`src/rtl/sdrc_wb_bist_master.sv`:
```
// Wishbone BIST master for the SDRAM controller application port: writes NUM bursts
// of a generated pattern from a base address, reads them back and reports the result.
module sdrc_wb_bist_master #(
   parameter int AW  = 26,
   parameter int DW  = 32,
   parameter int BL  = 8,
   parameter int TMO = 1023
) (
   input  logic            wb_clk_i,
   input  logic            wb_rst_i,
   input  logic            start,
   input  logic [AW-1:0]   base_addr,
   input  logic [15:0]     num_bursts,
   input  logic [1:0]      pat_sel,
   input  logic            sdr_init_done,
   output logic            wb_cyc_o,
   output logic            wb_stb_o,
   output logic            wb_we_o,
   output logic [AW-1:0]   wb_addr_o,
   output logic [DW-1:0]   wb_dat_o,
   output logic [DW/8-1:0] wb_sel_o,
   output logic [2:0]      wb_cti_o,
   input  logic            wb_ack_i,
   input  logic [DW-1:0]   wb_dat_i,
   output logic            busy,
   output logic            done,
   output logic            pass,
   output logic            timeout,
   output logic [15:0]     err_cnt,
   output logic [AW-1:0]   first_err_addr
);

   localparam int BW = $clog2(BL + 1);
   localparam int TW = $clog2(TMO + 1);
   localparam logic [AW-1:0] STEP  = AW'(DW / 8);
   localparam logic [AW-1:0] ALIGN = ~AW'(DW / 8 - 1);
   localparam logic [31:0]   SEED  = 32'hACE1_0001;

   localparam logic [2:0] S_IDLE   = 3'd0;
   localparam logic [2:0] S_WAIT   = 3'd1;
   localparam logic [2:0] S_WR     = 3'd2;
   localparam logic [2:0] S_WR_GAP = 3'd3;
   localparam logic [2:0] S_RD     = 3'd4;
   localparam logic [2:0] S_RD_GAP = 3'd5;
   localparam logic [2:0] S_FIN    = 3'd6;

   logic [2:0]    state_q, state_d;
   logic [AW-1:0] addr_q, addr_d, base_q, base_d, ferr_q, ferr_d;
   logic [15:0]   num_q, num_d, burst_q, burst_d, err_q, err_d;
   logic [1:0]    pat_q, pat_d;
   logic [BW-1:0] beat_q, beat_d;
   logic [31:0]   lfsr_q, lfsr_d;
   logic [DW-1:0] walk_q, walk_d;
   logic [TW-1:0] tmo_q, tmo_d;
   logic          busy_q, busy_d, done_q, done_d, pass_q, pass_d, tout_q, tout_d;
   logic [DW-1:0] pat_data;
   logic          active, last_beat, fin, reseed;

   assign active    = (state_q == S_WR) || (state_q == S_RD);
   assign last_beat = (beat_q == BW'(BL - 1));

   always_comb begin
      pat_data = DW'(addr_q);
      case (pat_q)
         2'd1:    pat_data = DW'(lfsr_q);
         2'd2:    pat_data = walk_q;
         2'd3:    pat_data = ~DW'(addr_q);
         default: pat_data = DW'(addr_q);
      endcase
   end

   always_comb begin
      state_d = state_q;
      addr_d  = addr_q;
      base_d  = base_q;
      ferr_d  = ferr_q;
      num_d   = num_q;
      burst_d = burst_q;
      err_d   = err_q;
      pat_d   = pat_q;
      beat_d  = beat_q;
      lfsr_d  = lfsr_q;
      walk_d  = walk_q;
      tmo_d   = tmo_q;
      busy_d  = busy_q;
      done_d  = 1'b0;
      pass_d  = pass_q;
      tout_d  = tout_q;
      fin     = 1'b0;
      reseed  = 1'b0;

      case (state_q)
         S_IDLE: begin
            if (start) begin
               base_d  = base_addr & ALIGN;
               addr_d  = base_addr & ALIGN;
               num_d   = num_bursts;
               pat_d   = pat_sel;
               err_d   = '0;
               ferr_d  = '0;
               pass_d  = 1'b0;
               tout_d  = 1'b0;
               busy_d  = 1'b1;
               state_d = S_WAIT;
            end
         end
         S_WAIT: begin
            if (sdr_init_done) begin
               if (num_q == 16'd0) begin
                  fin = 1'b1;
               end else begin
                  reseed  = 1'b1;
                  state_d = S_WR;
               end
            end
         end
         S_WR, S_RD: begin
            if (wb_ack_i) begin
               tmo_d  = '0;
               addr_d = addr_q + STEP;
               lfsr_d = {lfsr_q[30:0], lfsr_q[31] ^ lfsr_q[21] ^ lfsr_q[1] ^ lfsr_q[0]};
               walk_d = {walk_q[DW-2:0], walk_q[DW-1]};
               if ((state_q == S_RD) && (wb_dat_i != pat_data)) begin
                  if (err_q == 16'd0) ferr_d = addr_q;
                  if (err_q != 16'hFFFF) err_d = err_q + 16'd1;
               end
               if (last_beat) begin
                  beat_d  = '0;
                  burst_d = burst_q + 16'd1;
                  if (state_q == S_WR) state_d = S_WR_GAP;
                  else if (burst_q == num_q - 16'd1) fin = 1'b1;
                  else state_d = S_RD_GAP;
               end else begin
                  beat_d = beat_q + BW'(1);
               end
            end else if (tmo_q == TW'(TMO - 1)) begin
               tout_d = 1'b1;
               fin    = 1'b1;
            end else begin
               tmo_d = tmo_q + TW'(1);
            end
         end
         S_WR_GAP: begin
            if (burst_q == num_q) begin
               reseed  = 1'b1;
               state_d = S_RD;
            end else begin
               state_d = S_WR;
            end
         end
         S_RD_GAP: state_d = S_RD;
         S_FIN:    state_d = S_IDLE;
         default:  state_d = S_IDLE;
      endcase

      // Both phases start from the same address and generator state so reads
      // regenerate exactly the written sequence.
      if (reseed) begin
         addr_d  = base_q;
         lfsr_d  = SEED;
         walk_d  = DW'(1);
         beat_d  = '0;
         burst_d = '0;
         tmo_d   = '0;
      end
      if (fin) begin
         state_d = S_FIN;
         busy_d  = 1'b0;
         done_d  = 1'b1;
         pass_d  = (err_d == 16'd0) && !tout_d;
      end
   end

   always_ff @(posedge wb_clk_i or negedge wb_rst_i) begin
      if (!wb_rst_i) begin
         state_q <= S_IDLE;
         addr_q  <= '0;
         base_q  <= '0;
         ferr_q  <= '0;
         num_q   <= '0;
         burst_q <= '0;
         err_q   <= '0;
         pat_q   <= '0;
         beat_q  <= '0;
         lfsr_q  <= '0;
         walk_q  <= '0;
         tmo_q   <= '0;
         busy_q  <= 1'b0;
         done_q  <= 1'b0;
         pass_q  <= 1'b0;
         tout_q  <= 1'b0;
      end else begin
         state_q <= state_d;
         addr_q  <= addr_d;
         base_q  <= base_d;
         ferr_q  <= ferr_d;
         num_q   <= num_d;
         burst_q <= burst_d;
         err_q   <= err_d;
         pat_q   <= pat_d;
         beat_q  <= beat_d;
         lfsr_q  <= lfsr_d;
         walk_q  <= walk_d;
         tmo_q   <= tmo_d;
         busy_q  <= busy_d;
         done_q  <= done_d;
         pass_q  <= pass_d;
         tout_q  <= tout_d;
      end
   end

   assign wb_cyc_o       = active;
   assign wb_stb_o       = active;
   assign wb_we_o        = (state_q == S_WR);
   assign wb_addr_o      = addr_q;
   assign wb_dat_o       = pat_data;
   assign wb_sel_o       = '1;
   assign wb_cti_o       = !active ? 3'b000 : (last_beat ? 3'b111 : 3'b010);
   assign busy           = busy_q;
   assign done           = done_q;
   assign pass           = pass_q;
   assign timeout        = tout_q;
   assign err_cnt        = err_q;
   assign first_err_addr = ferr_q;

endmodule
```
`config.mk`:
```
export PLATFORM = sky130hd
export DESIGN_NAME = sdrc_wb_bist_master
export DESIGN_NICKNAME = d
export VERILOG_FILES = /design/src/rtl/sdrc_wb_bist_master.sv
export SDC_FILE = /design/constraint.sdc
export NUM_CORES = 1
export LEC_CHECK = 0
export CAP_MARGIN = 15
export CORE_ASPECT_RATIO = 1.25
export CORE_MARGIN = 4
export CORE_UTILIZATION = 35
export CTS_CLUSTER_SIZE = 40
export DETAILED_ROUTE_END_ITERATION = 16
export PLACE_DENSITY_LB_ADDON = 0.25
export RECOVER_POWER = 100
export SYNTH_ARGS = -nofsm -noshare
export SYNTH_HDL_FRONTEND = slang
export SYNTH_SLANG_ARGS = --single-unit
export TNS_END_PERCENT = 5
```
`constraint.sdc`:
```
create_clock -name wb_clk_i -period 3.55 [get_ports wb_clk_i]
set_input_delay 0.5325 -clock wb_clk_i [delete_from_list [all_inputs] [get_ports wb_clk_i]]
set_output_delay 0.5325 -clock wb_clk_i [all_outputs]
set_load 0.1 [all_outputs]
```
# Word-level counts from Yosys, hierarchy flattened
# Index checks and enable logic that the tools add are counted.
# W data, S select, Z words.
[totals]
regBits = 211
wordCells = 145
inputBits = 81
out_inout_bits = 114
[classes]
bitwise = 4
n_eq_ne = 27
reduce_logical = 24
add_sub_neg = 6
muxes = 68
[ops]
columns = ["op", "count"]
rows = [
  ["$mux W32", 6],
  ["$mux W26", 7],
  ["$mux W16", 8],
  ["$pmux W26 S2", 2],
  ["$pmux W32 S3", 1],
  ["$logic_not A16 Y1", 3],
  ["$mux W10", 4],
  ["$mux W3", 11],
  ["$add A16 B1 Y16 const B", 2],
  ["$eq A16 B16 Y1", 2],
  ["$ne A32 B32 Y1", 1],
  ["$not A26 Y32", 1],
  ["$pmux W16 S2", 1],
  ["$add A26 B3 Y26 const B", 1],
  ["$ne A3 B3 Y1 const B", 8],
  ["$mux W1", 20],
  ["$mux W4", 4],
  ["$ne A16 B16 Y1 const B", 1],
  ["$sub A16 B1 Y16 const B", 1],
  ["$pmux W3 S5", 1],
  ["$reduce_bool A2 Y1", 6],
  ["$add A10 B1 Y10 const B", 1],
  ["$eq A10 B10 Y1 const B", 1],
  ["$ne A2 B2 Y1 const B", 4],
  ["other kinds (20)", 32],
]

# Depth between registers and ports, before layout
[logic_depth]
word_depth = 10
mapped_depth = 17
depth_no_buf = 13

# Worst setup path before layout
# Ideal clock, no wire load.
[synth_timing]
path_type = "reg2out"
startpoint = "reg state_q[1]"
endpoint = "out wb_cti_o[2]"
path_stages_with_launch = 10
required_ns = 3.017
arrival_time_ns = 3.979
path_buffers = 5
setup_slack_ns = -0.962
path_cell_list = "dfrtp_1 > buf_1 > xor2_1 > nand2b_1 > inv_1 > clkbuf_1 > buf_1 > buf_1 > and2_1 > buf_4"
[synth_between]
elab_chain_cells = 3
elab_cells_between_ends = 4
classes_between = "2 x eq/ne; 1 x mux; 1 x reduce/logical"
[synth_rtl]
columns = ["element", "line_no", "text"]
rows = [
  ["from (decl)", "47", "logic [2:0] state_q, state_d;"],
  ["from (signal assigned)", "193", "state_q <= state_d;"],
  ["$eq A3 B2 Y1 / $eq A3 B3 Y1 (equally long branches)", "59", "assign active = (state_q == S_WR) || (state_q == S_RD);"],
  ["$logic_or A1 B1 Y1 (*)", "59", ""],
  ["net wb_cyc_o", "16", "output logic wb_cyc_o,"],
  ["$mux W3 (*)", "218", "assign wb_cti_o = !active ? 3'b000 : (last_beat ? 3'b111 : 3'b010);"],
  ["to (decl)", "22", "output logic [2:0] wb_cti_o,"],
]
# Mark *: on every way through the listed nets, which the timed path passes. The rest lies on a longest branch.

# Worst setup path after layout
[layout_timing]
startpoint = "reg pat_q[0]"
endpoint = "reg pass_q, in the netlist pass"
[layout_between]
elab_chain_cells = 10
elab_cells_between_ends = 12
classes_between = "4 x eq/ne; 5 x mux; 3 x reduce/logical"
[layout_rtl]
columns = ["element", "line_no", "text"]
rows = [
  ["from (decl)", "50", "logic [1:0] pat_q, pat_d;"],
  ["from (signal assigned)", "200", "pat_q <= pat_d;"],
  ["$eq A2 B2 Y1 / $eq A2 B1 Y1 (equally long branches)", "64", "case (pat_q)"],
  ["$pmux W32 S3 (*)", "64", ""],
  ["$ne A32 B32 Y1 (*)", "123", "if ((state_q == S_RD) && (wb_dat_i != pat_data)) begin"],
  ["$logic_and A1 B1 Y1 (*)", "123", ""],
  ["$mux W16 (*)", "123", ""],
  ["$mux W16 (*)", "118", "if (wb_ack_i) begin"],
  ["$pmux W16 S2 (*)", "92", "case (state_q)"],
  ["net err_d[3]", "49", "logic [15:0] num_q, num_d, burst_q, burst_d, err_q, err_d;"],
  ["$logic_not A16 Y1 (*)", "170", "pass_d = (err_d == 16'd0) && !tout_d;"],
  ["$logic_and A1 B1 Y1 (*)", "170", ""],
  ["$mux W1 (*)", "166", "if (fin) begin"],
  ["to (signal assigned)", "207", "pass_q <= pass_d;"],
  ["to (decl)", "55", "logic busy_q, busy_d, done_q, done_d, pass_q, pass_d, tout_q, tout_d;"],
]
# Marked as above.
# A chain may end at the register's enable or synchronous reset.

==> tab_implementation.tex <==
\begin{tabular}{lr}
\hline
Metric & Value \\
\hline
\multicolumn{2}{l}{\textbf{Floorplan}} \\
Initial cell density of the core & 35.8\% \\
Chip height & 216 um \\
Horizontal die dimension & 174 um \\
Total Die Area & 37,700 sq um \\
Placement row count & 75 \\
Number of top-level design ports & 195 \\
Area of the core & 33,900 sq um \\
\multicolumn{2}{l}{\textbf{Yosys}} \\
Flops \& latches, synth & 208 \\
Number of synthesized flops with an enable pin & 0 \\
Avg Synthesized Cell Area & 8.05 sq um \\
Post-synth ARST share & 100\% \\
Top\_reg\_cell synth & sky130\_fd\_sc\_hd\_\_dfrtp\_1 \\
Largest area contributor in the synthesized netlist & sky130\_fd\_sc\_hd\_\_dfrtp\_1 \\
Proportion of netlist area held by the largest area contributor & 42.9\% \\
Mapped cell area & 12,100 sq um \\
Synth Instances & 1,505 \\
Leading cell types by total area after synthesis & sky130\_fd\_sc\_hd\_\_dfrtp\_1, sky130\_fd\_sc\_hd\_\_nand2\_1, sky130\_fd\_sc\_hd\_\_o21ai\_0, sky130\_fd\_sc\_hd\_\_nor2\_1, sky130\_fd\_sc\_hd\_\_xor2\_1 \\
Syn. warnings & 0 \\
Register area share after synthesis & 42.9\% \\
Number of different library cells in the post-synthesis netlist & 66 \\
\multicolumn{2}{l}{\textbf{STA}} \\
Final max-slew violation count & 141 \\
Post-route clock skew & 16.5 ps \\
Number of failing hold endpoints at the final stage & 0 \\
Final sum of negative setup slack & 0 ps \\
Unrepaired setup endpoints after global routing & no \\
Ratio of final minimum period to clock period & 95.5\% \\
Least-Margin Pin Slew & 1800 ps \\
Worst max-slew margin expressed relative to the limit & -19.8\% \\
Crit path time final & 3390 ps \\
Final-report setup violation count & 0 \\
Peak Freq & 295 MHz \\
\multicolumn{2}{l}{\textbf{Worst hold path}} \\
Worst hold path class & primary input to async pin \\
\multicolumn{2}{l}{\textbf{Setup path}} \\
Data arrival time at the worst-slack endpoint & 3850 ps \\
Data required time of the worst path & 4010 ps \\
Worst stage delay on the critical path & 460 ps \\
Element type at the critical path start & register \\
Family of cells with the greatest summed delay on the critical path & simple AND/OR/NAND/NOR gates \\
Maximum fanout along the worst path & 31 \\
Max stage delay cell, worst path & sky130\_fd\_sc\_hd\_\_dfrtp\_2 \\
Crit path cell chain & buf\_12, nor2b\_1, a211oi\_1, clkbuf\_1, or3\_1, nand4\_1, nor4\_2, buf\_4, and4\_4, buf\_4, nor4\_1, a211o\_1, nor4\_2, buf\_4, nand4\_1, o21ai\_1 \\
WS Path Type & register to register \\
Most prevalent standard cell on the critical path & sky130\_fd\_sc\_hd\_\_buf\_4 \\
Worst Setup End Kind & register \\
Flop-to-flop setup slack & 160 ps \\
Buffers plus inverters on the worst setup path & 5 \\
\multicolumn{2}{l}{\textbf{Run status}} \\
Violated checks & capacitance limit, slew limit \\
Status & complete, but fails checks \\
\multicolumn{2}{l}{\textbf{Route}} \\
Wire length after detailed routing & 38,400 um \\
Count of unresolved DRC violations after routing & 0 \\
Number of vias per cell & 5.35 \\
Routed length per instance & 17.8 um \\
Overall via count from detail\_route & 11,500 \\
Starting DRC count in detailed routing & 925 \\
Drt first pass iters & 5 \\
Remaining antenna violation count after routing & 0 \\
\multicolumn{2}{l}{\textbf{Place}} \\
Number of port buffers & 186 \\
Placed cell area & 15,000 sq um \\
Detailed-placement wirelength estimate & 27,600 um \\
Placer congestion estimate & 0.865 \\
\multicolumn{2}{l}{\textbf{Final layout}} \\
Number of nets in the layout & 1,766 \\
Core occupancy in the finished layout & 45.3\% \\
P\&R area growth vs syn & 26.5\% \\
Fraction of layout instances using a drive strength above 1 & 10.0\% \\
Commonest non-fill, non-tap cell in the layout & sky130\_fd\_sc\_hd\_\_nand2\_1 \\
Post-layout instance area & 15,300 sq um \\
Commonest cells after routing, fill and taps aside & sky130\_fd\_sc\_hd\_\_nand2\_1, sky130\_fd\_sc\_hd\_\_dfrtp\_1, sky130\_fd\_sc\_hd\_\_o21ai\_0, sky130\_fd\_sc\_hd\_\_nor2\_1, sky130\_fd\_sc\_hd\_\_clkdlybuf4s50\_1 \\
Antenna Cells & 0 \\
\multicolumn{2}{l}{\textbf{Clocking}} \\
Clock transition at path regs & 60 ps \\
Cell chosen for the clock root & sky130\_fd\_sc\_hd\_\_clkbuf\_16 \\
Later-pin clock latency in the skew report & 530 ps \\
Sinks on Clock Net & 208 \\
CTS tree & done \\
\# hold bufs at CTS & 0 \\
Postcts setup bufs & 0 \\
Total CTS buffers & 24 \\
Buffer depth of the longest clock path & 3 \\
Count of H-tree levels built during CTS & 1 \\
\multicolumn{2}{l}{\textbf{Flow run}} \\
Max Cap Viol & 3 \\
\multicolumn{2}{l}{\textbf{GRT}} \\
Met2 Track Usage GR & 33.4\% \\
First-pass GRT wire length & 62,100 um \\
Global router's overall resource usage & 20.0\% \\
Largest net degree at the start of global routing & 89 \\
Vias in the first global route & 11,300 \\
Number of antenna violations at the first check in global routing & 2 \\
Global routing usage on met3 & 2.70\% \\
Global route overflow & 0 \\
Layer with the highest usage after global routing & met2 \\
Met1 GRT Util & 27.8\% \\
\hline
\end{tabular}
## kinds of logic (layout without fill, tap and decap cells)
family / Yosys count / after routing / share of synthesized area (%)
mux: 10 / 10 / 0.847
other cells: 2 / 6 / 0.0620
xor+xnor: 70 / 70 / 5.06
buf+inv: 140 / 326 / 5.18
flops: 208 / 208 / 42.9
fa+ha+maj: 8 / 8 / 0.826
simple gates: 728 / 728 / 27.8
compound gates: 339 / 339 / 17.3
## final timing paths
check                                               from                             to  cells past startpoint
setup / recovery                    pat_q[0]$_DFFE_PN0P_               pass$_DFFE_PN0P_                     16
hold / removal                                  wb_rst_i          num_q[10]$_DFFE_PN0P_                      1
setup reg to reg                    pat_q[0]$_DFFE_PN0P_               pass$_DFFE_PN0P_                     16
hold reg to reg            first_err_addr[5]$_DFFE_PN0P_  first_err_addr[5]$_DFFE_PN0P_                      2
max in group asynchronous                       wb_rst_i           pat_q[1]$_DFFE_PN0P_                      2
min in group wb_clk_i      first_err_addr[5]$_DFFE_PN0P_  first_err_addr[5]$_DFFE_PN0P_                      2
## layout make-up
cell class | instances | area, sq um
timing repair buffer | 262 | 2270
multi-input combinational | 1161 | 6380
sequential | 208 | 5220
clock buffer | 34 | 709
fill | 3368 | 18500
inverter | 20 | 75.1
tap | 462 | 578
clock inverter | 10 | 110
## layer usage
layer | up-vias | routed length, um
met5 | - | 13
met4 | 2 | 693
met2 | 323 | 18500
met3 | 48 | 1930
met1 | 5616 | 17300
li1 | 5558 | -
## registers in the layout, indices dropped and copies added, names as in the netlist, 16 cells and up
register / flops
num_q: 16
walk_q: 32
burst_q: 16
base_q: 24
first_err_addr: 25
lfsr_q: 32
err_cnt: 16
wb_addr_o: 24
## synthesized netlist by cell type, types with 3 or more instances
cell type	count
sky130_fd_sc_hd__a21oi_1	60
sky130_fd_sc_hd__a21o_1	4
sky130_fd_sc_hd__nand4_1	27
sky130_fd_sc_hd__nor3_1	21
sky130_fd_sc_hd__xor2_1	43
sky130_fd_sc_hd__a221oi_1	6
sky130_fd_sc_hd__xnor2_1	27
sky130_fd_sc_hd__ha_1	8
sky130_fd_sc_hd__nor3b_1	6
sky130_fd_sc_hd__a31o_2	22
sky130_fd_sc_hd__or3_1	30
sky130_fd_sc_hd__and2_1	10
sky130_fd_sc_hd__nor2_1	130
sky130_fd_sc_hd__a31oi_1	14
sky130_fd_sc_hd__o22ai_1	17
sky130_fd_sc_hd__clkbuf_1	83
sky130_fd_sc_hd__buf_6	6
sky130_fd_sc_hd__nor4b_1	3
sky130_fd_sc_hd__buf_2	10
sky130_fd_sc_hd__or4_1	4
sky130_fd_sc_hd__inv_1	19
sky130_fd_sc_hd__buf_1	9
sky130_fd_sc_hd__nand2_1	344
sky130_fd_sc_hd__and3_1	15
sky130_fd_sc_hd__o221ai_1	3
sky130_fd_sc_hd__o31ai_1	6
sky130_fd_sc_hd__buf_4	12
sky130_fd_sc_hd__a211oi_1	47
sky130_fd_sc_hd__nand2b_1	25
sky130_fd_sc_hd__and4_1	9
sky130_fd_sc_hd__nor4_1	12
sky130_fd_sc_hd__o21ai_0	133
sky130_fd_sc_hd__nand4b_1	3
sky130_fd_sc_hd__nor2b_1	27
sky130_fd_sc_hd__o211ai_1	4
sky130_fd_sc_hd__dfrtp_1	208
sky130_fd_sc_hd__nand3_1	54
sky130_fd_sc_hd__mux2i_1	8
## per-stage QoR
stage / cells / hold slack (ps) / worst slack (ps)
global placement: 2113 / 453 / -88.0
CTS: 2157 / 12.0 / 33.2
detailed placement: 2113 / 462 / -194
finish: 2157 / 457 / 160
floorplan: 1509 / 237 / -13.1
global route: 2157 / 498 / 3.27
## what timing repair did
action	CTS	global route
pin swaps	1	3
gates resized for setup	5	6
setup endpoints to repair	1	1
Power is not shown: default switching activity piles up to over one toggle a cycle in this logic, so the estimate is an artifact.
